==> config.mk <==
export PLATFORM = sky130hd
export DESIGN_NAME = uart_tx_engine
export DESIGN_NICKNAME = d
export VERILOG_FILES = /design/src/rtl/uart_pkg.sv /design/src/rtl/uart_baud_counter.sv /design/src/rtl/uart_tx_engine.sv
export SDC_FILE = /design/constraint.sdc
export NUM_CORES = 1
export LEC_CHECK = 0
export ABC_AREA = 1
export BUFFER_PORTS_ARGS = -buffer_cell sky130_fd_sc_hd__buf_2
export CAP_MARGIN = 20
export CORE_AREA = 8 8 46 84
export DETAILED_ROUTE_END_ITERATION = 7
export DIE_AREA = 0 0 54 92
export PLACE_DENSITY = 0.78
export SLEW_MARGIN = 20
export SYNTH_ARGS = -nofsm -noshare
export SYNTH_HDL_FRONTEND = slang
export SYNTH_SLANG_ARGS = --single-unit
==> constraint.sdc <==
create_clock -name i_clk -period 2.2 [get_ports i_clk]
set_clock_uncertainty 0.1 [all_clocks]
set_input_delay 0.33 -clock i_clk [delete_from_list [all_inputs] [get_ports i_clk]]
set_output_delay 0.33 -clock i_clk [all_outputs]
set_load 0.02 [all_outputs]
==> src/rtl/uart_pkg.sv <==
// Shared UART constants and the transmit FSM state encoding.
// The receive side uses the same baud defaults.
package uart_pkg;
  localparam int UART_CLKS_PER_BIT = 868;  // 100 MHz / 115200
  localparam int DATA_WIDTH        = 8;

  typedef enum logic [2:0] {
    TX_IDLE      = 3'd0,
    TX_WAIT_DATA = 3'd1,
    TX_START     = 3'd2,
    TX_DATA      = 3'd3,
    TX_STOP      = 3'd4
  } tx_state_t;
endpackage

==> src/rtl/uart_baud_counter.sv <==
// Bit-period counter: counts 0..CLKS_PER_BIT-1 while enabled and pulses tc on the terminal count.
// Shared between the TX and RX engines.
module uart_baud_counter #(
  parameter int CLKS_PER_BIT = 868
) (
  input  logic i_clk,
  input  logic i_rst,
  input  logic clear,
  input  logic enable,
  output logic tc
);
  localparam int CW = (CLKS_PER_BIT > 1) ? $clog2(CLKS_PER_BIT) : 1;
  localparam logic [CW-1:0] LAST = CW'(CLKS_PER_BIT - 1);

  logic [CW-1:0] cnt_reg;

  assign tc = enable && !clear && (cnt_reg == LAST);

  // Wrap at the terminal count so the counter never runs past the bit period.
  always_ff @(posedge i_clk or posedge i_rst) begin
    if (i_rst) begin
      cnt_reg <= '0;
    end else if (clear) begin
      cnt_reg <= '0;
    end else if (enable) begin
      cnt_reg <= tc ? '0 : cnt_reg + 1'b1;
    end
  end
endmodule

==> src/rtl/uart_tx_engine.sv <==
// UART 8N1 transmitter that pulls bytes from a first-word-fall-through-free FIFO read port
// (data valid one cycle after an accepted read) and serialises them LSB first.
module uart_tx_engine
  import uart_pkg::*;
#(
  parameter int CLKS_PER_BIT = UART_CLKS_PER_BIT,
  parameter int WIDTH        = DATA_WIDTH
) (
  input  logic             i_clk,
  input  logic             i_rst,
  input  logic             i_fifo_empty,
  output logic             o_fifo_rd_en,
  input  logic [WIDTH-1:0] i_fifo_rd_data,
  input  logic             i_fifo_rd_valid,
  output logic             o_tx,
  output logic             o_busy,
  output logic             o_done
);
  localparam int BW = (WIDTH > 1) ? $clog2(WIDTH) : 1;
  localparam logic [BW-1:0] LAST_BIT = BW'(WIDTH - 1);

  tx_state_t        state_reg, state_next;
  logic             rd_en_reg, rd_en_next;
  logic             tx_reg, tx_next;
  logic [WIDTH-1:0] shift_reg, shift_next;
  logic [BW-1:0]    bit_reg, bit_next;
  logic             wait_reg, wait_next;
  logic             baud_clear, baud_en, baud_tc, done;

  uart_baud_counter #(.CLKS_PER_BIT(CLKS_PER_BIT)) u_baud (
    .i_clk  (i_clk),
    .i_rst  (i_rst),
    .clear  (baud_clear),
    .enable (baud_en),
    .tc     (baud_tc)
  );

  always_ff @(posedge i_clk or posedge i_rst) begin
    if (i_rst) begin
      state_reg <= TX_IDLE;
      rd_en_reg <= 1'b0;
      tx_reg    <= 1'b1;
      shift_reg <= '0;
      bit_reg   <= '0;
      wait_reg  <= 1'b0;
    end else begin
      state_reg <= state_next;
      rd_en_reg <= rd_en_next;
      tx_reg    <= tx_next;
      shift_reg <= shift_next;
      bit_reg   <= bit_next;
      wait_reg  <= wait_next;
    end
  end

  always_comb begin
    state_next = state_reg;
    rd_en_next = 1'b0;
    tx_next    = tx_reg;
    shift_next = shift_reg;
    bit_next   = bit_reg;
    wait_next  = wait_reg;
    baud_clear = 1'b0;
    baud_en    = 1'b0;
    done       = 1'b0;
    case (state_reg)
      TX_IDLE: begin
        tx_next  = 1'b1;
        bit_next = '0;
        if (!i_fifo_empty) begin
          rd_en_next = 1'b1;
          wait_next  = 1'b0;
          state_next = TX_WAIT_DATA;
        end
      end
      TX_WAIT_DATA: begin
        // Give up after the second edge so an empty-flag race cannot hang the engine.
        baud_clear = 1'b1;
        if (i_fifo_rd_valid) begin
          shift_next = i_fifo_rd_data;
          tx_next    = 1'b0;
          state_next = TX_START;
        end else if (wait_reg) begin
          state_next = TX_IDLE;
        end else begin
          wait_next = 1'b1;
        end
      end
      TX_START: begin
        baud_en = 1'b1;
        if (baud_tc) begin
          tx_next    = shift_reg[0];
          shift_next = shift_reg >> 1;
          bit_next   = '0;
          state_next = TX_DATA;
        end
      end
      TX_DATA: begin
        baud_en = 1'b1;
        if (baud_tc) begin
          if (bit_reg == LAST_BIT) begin
            tx_next    = 1'b1;
            bit_next   = '0;
            state_next = TX_STOP;
          end else begin
            tx_next    = shift_reg[0];
            shift_next = shift_reg >> 1;
            bit_next   = bit_reg + 1'b1;
          end
        end
      end
      TX_STOP: begin
        baud_en = 1'b1;
        if (baud_tc) begin
          done       = 1'b1;
          state_next = TX_IDLE;
        end
      end
      default: state_next = TX_IDLE;
    endcase
  end

  assign o_fifo_rd_en = rd_en_reg;
  assign o_tx         = tx_reg;
  assign o_busy       = (state_reg != TX_IDLE);
  assign o_done       = done;
endmodule

==> flow_summary.ini <==
[routing]
drtPass1Iterations = 4
first_iter_violations = 28
wire_per_inst_um = 12.9
drc = 0
via_per_inst = 5.34
vias = 1395
drt_wl_total_um = 3360
ant_nets = 0

[floorplanning]
chipWidth_um = 54
fp.dieH_um = 92
design.core.area_um2 = 2770
ioPinCount = 16
row_count = 27
initial_core_util = 0.579
die-area_um2 = 4970

[placement]
place_area_um2 = 1700
numPortBuffers = 15
pre_cts_ws_ns = 0.548
dp_hpwl_um = 2590
gp_congestion = 0.802

[setup_path]
crit_type = reg2out
startpoint = u_baud.cnt_reg[0]$_DFFE_PP0P_
rr_startpoint = u_baud.cnt_reg[0]$_DFFE_PP0P_
worst_ep_arrival_time_ns = 1.52
path_max_fanout = 6
cp.required_ns = 1.77
crit_path_end = o_done
r2r-end = shift_reg[0]$_DFFE_PP0P_
rrSetupSlack_ns = 0.54
endpoint_kind = primary output
startpoint_type = flip-flop
rr_worst_depth = 8

[clocking]
insertion_delay_ns = 0.27
h-tree-depth = 1
cts_tree = built
path_clk_slew_ns = 0.09
cts_root_buffer = clkbuf_8
hold_buffers = 0
cts_resized = 0
post_cts_buffers = 0
cts_sinks = 27
cts_buffers = 3
clockBufferDepth = 2

[layout]
multi_input_area_um2 = 822
final_layout_size_suffix_gt1_frac = 0.181
area_growth_pct = 8.74
n_antenna_cell = 0
regArea_um2 = 677
fillers = 268
final_area_um2 = 1740
nNetsFinal = 248
largest_register_ffs = 10

[global_routing]
grt_usage = 0.148
antenna_found_initial = 0
grt_pass1_vias = 1360
grt_overflow = 0
grt_first_pass_wirelength_um = 5690
grt_start_max_net_pins = 28

[timing]
period_share = 0.885
finalSetupTns_ns = 0
fin_crit_ns = 1.95
slew_violations = 0
worst_slack_ns = 0.253
rsz0062_at_grt = no
max_freq_mhz = 514
slew_headroom = 0.764
timing.hold.ws_ns = -0.00382
hold_violations = 7
max_slew.worst_pin.slew_ns = 0.354
finalSetupViolCount = 0

[yosys]
synth_compound_area_frac = 0.0577
synth-xor-area-share = 0.0164
synth_top_family_by_area = simple AND/OR/NAND/NOR gates
synthCells = 215
synthAdderAreaFrac = 0.0234
ys.flop_type = dfrtp_1
yosys.area_share.simple = 0.415
synth.distinct_cells = 27
syn-num-nets = 230
async_reset_ff_frac = 1.00
synth_area_um2 = 1600
syn_avg_cell_area_um2 = 7.46
synth_enable_flop_cells = 0
yosysSeqAreaShare = 0.422
synth-seq-cells = 27
synthMuxAreaShare = 0
yosys_warnings = 0

[power_and_ir_drop]
irDropWorstVdd_mv = 0.307
leakage_nw = 0.912
p_per_area_nw_per_um2 = 459

[worst_hold_path]
hp-class = in2async

[outcome]
status = complete, but fails checks
violations = hold timing

[run]
max_cap_violations = 0
==> per-layer routing <==
| metal | up-vias | global-route usage | share of wire |
|---|---|---|---|
| li1 | 726 | - | - |
| met2 | 14 | 0.290 | 0.58 |
| met3 | 4 | 0.0146 | 0.024 |
| met1 | 651 | 0.138 | 0.38 |
| met5 | - | 0 | 0 |
| met4 | 0 | 0.0620 | 0.015 |
==> cell families after synthesis <==
kind of cell    after synthesis
simple gates                141
flops                        27
fa+ha+maj                     3
xor+xnor                      3
buf+inv                      24
compound gates               17
==> worst min path at each step <==
stage          start                             to  slack, ns  cells after the start
6_report       i_rst  u_baud.cnt_reg[6]$_DFFE_PP0P_     -0.004                      3
3_5_place_dp   i_rst  u_baud.cnt_reg[5]$_DFFE_PP0P_       0.31                      3
2_1_floorplan  i_rst         bit_reg[0]$_DFFE_PP0P_       0.28                      1
5_1_grt        i_rst  u_baud.cnt_reg[8]$_DFFE_PP0P_       0.05                      3
4_1_cts        i_rst  u_baud.cnt_reg[6]$_DFFE_PP0P_      0.009                      3
3_3_place_gp   i_rst  u_baud.cnt_reg[5]$_DFFE_PP0P_       0.30                      3
==> placed cells by master, fill, tap and decap left out, types with 2 or more instances in the layout <==
cell type / netlist / layout
o21ai_0: 7 / 7
nor2_4: 5 / 5
nor2_2: 2 / 2
nand2_2: 7 / 7
xor2_1: 3 / 3
o22ai_1: 3 / 3
clkbuf_8: 0 / 3
nand2_1: 76 / 76
o21ai_1: 2 / 2
nor2_1: 18 / 18
inv_1: 18 / 18
ha_1: 3 / 3
or2_2: 2 / 2
nand4_1: 11 / 11
buf_2: 1 / 15
dfrtp_1: 26 / 26
inv_2: 2 / 2
a21oi_1: 4 / 4
nand3_1: 16 / 16
==> synthesized netlist by cell type (2+ instances only) <==
cell type | n | share of area
nand2_1 | 76 | 0.18
dfrtp_1 | 26 | 0.41
inv_1 | 18 | 0.042
nor2_1 | 18 | 0.042
nand3_1 | 16 | 0.050
nand4_1 | 11 | 0.043
nand2_2 | 7 | 0.027
o21ai_0 | 7 | 0.022
nor2_4 | 5 | 0.035
a21oi_1 | 4 | 0.012
ha_1 | 3 | 0.023
o22ai_1 | 3 | 0.012
xor2_1 | 3 | 0.016
inv_2 | 2 | 0.0047
nor2_2 | 2 | 0.0078
o21ai_1 | 2 | 0.0062
or2_2 | 2 | 0.0078
==> per-stage QoR <==
step                cells  utilization  power, W  hold slack [ns]
floorplan             215            -  0.000522            0.282
global placement      257        0.613  0.000538            0.305
detailed placement    257        0.613  0.000538            0.307
CTS                   261        0.630  0.000813          0.00943
global route          261        0.630  0.000839           0.0451
finish                261        0.630  0.000800         -0.00382
==> area by class of cell <==
type / count / share of cell area
Multi-Input combinational cell: 164 / 0.471
Sequential cell: 27 / 0.388
Timing Repair Buffer: 16 / 0.0473
Inverter: 21 / 0.0466
Clock buffer: 4 / 0.0258
Tap cell: 29 / 0.0208
==> report_power, final <==
part           internal [W]  switching [W]
logic             0.0000124      0.0000178
registers          0.000497    0.000000492
clock network      0.000130       0.000143
total              0.000639       0.000161
==> critical path, cell delays in order (launching register included) <==
cell and delay, ns:
dfrtp_1 0.43, ha_1 0.20, nand3_1 0.10, inv_1 0.06, nand3_1 0.14, nor2_1 0.14
buf_2 0.18
Note: power is estimated with default switching activity, not from simulation.
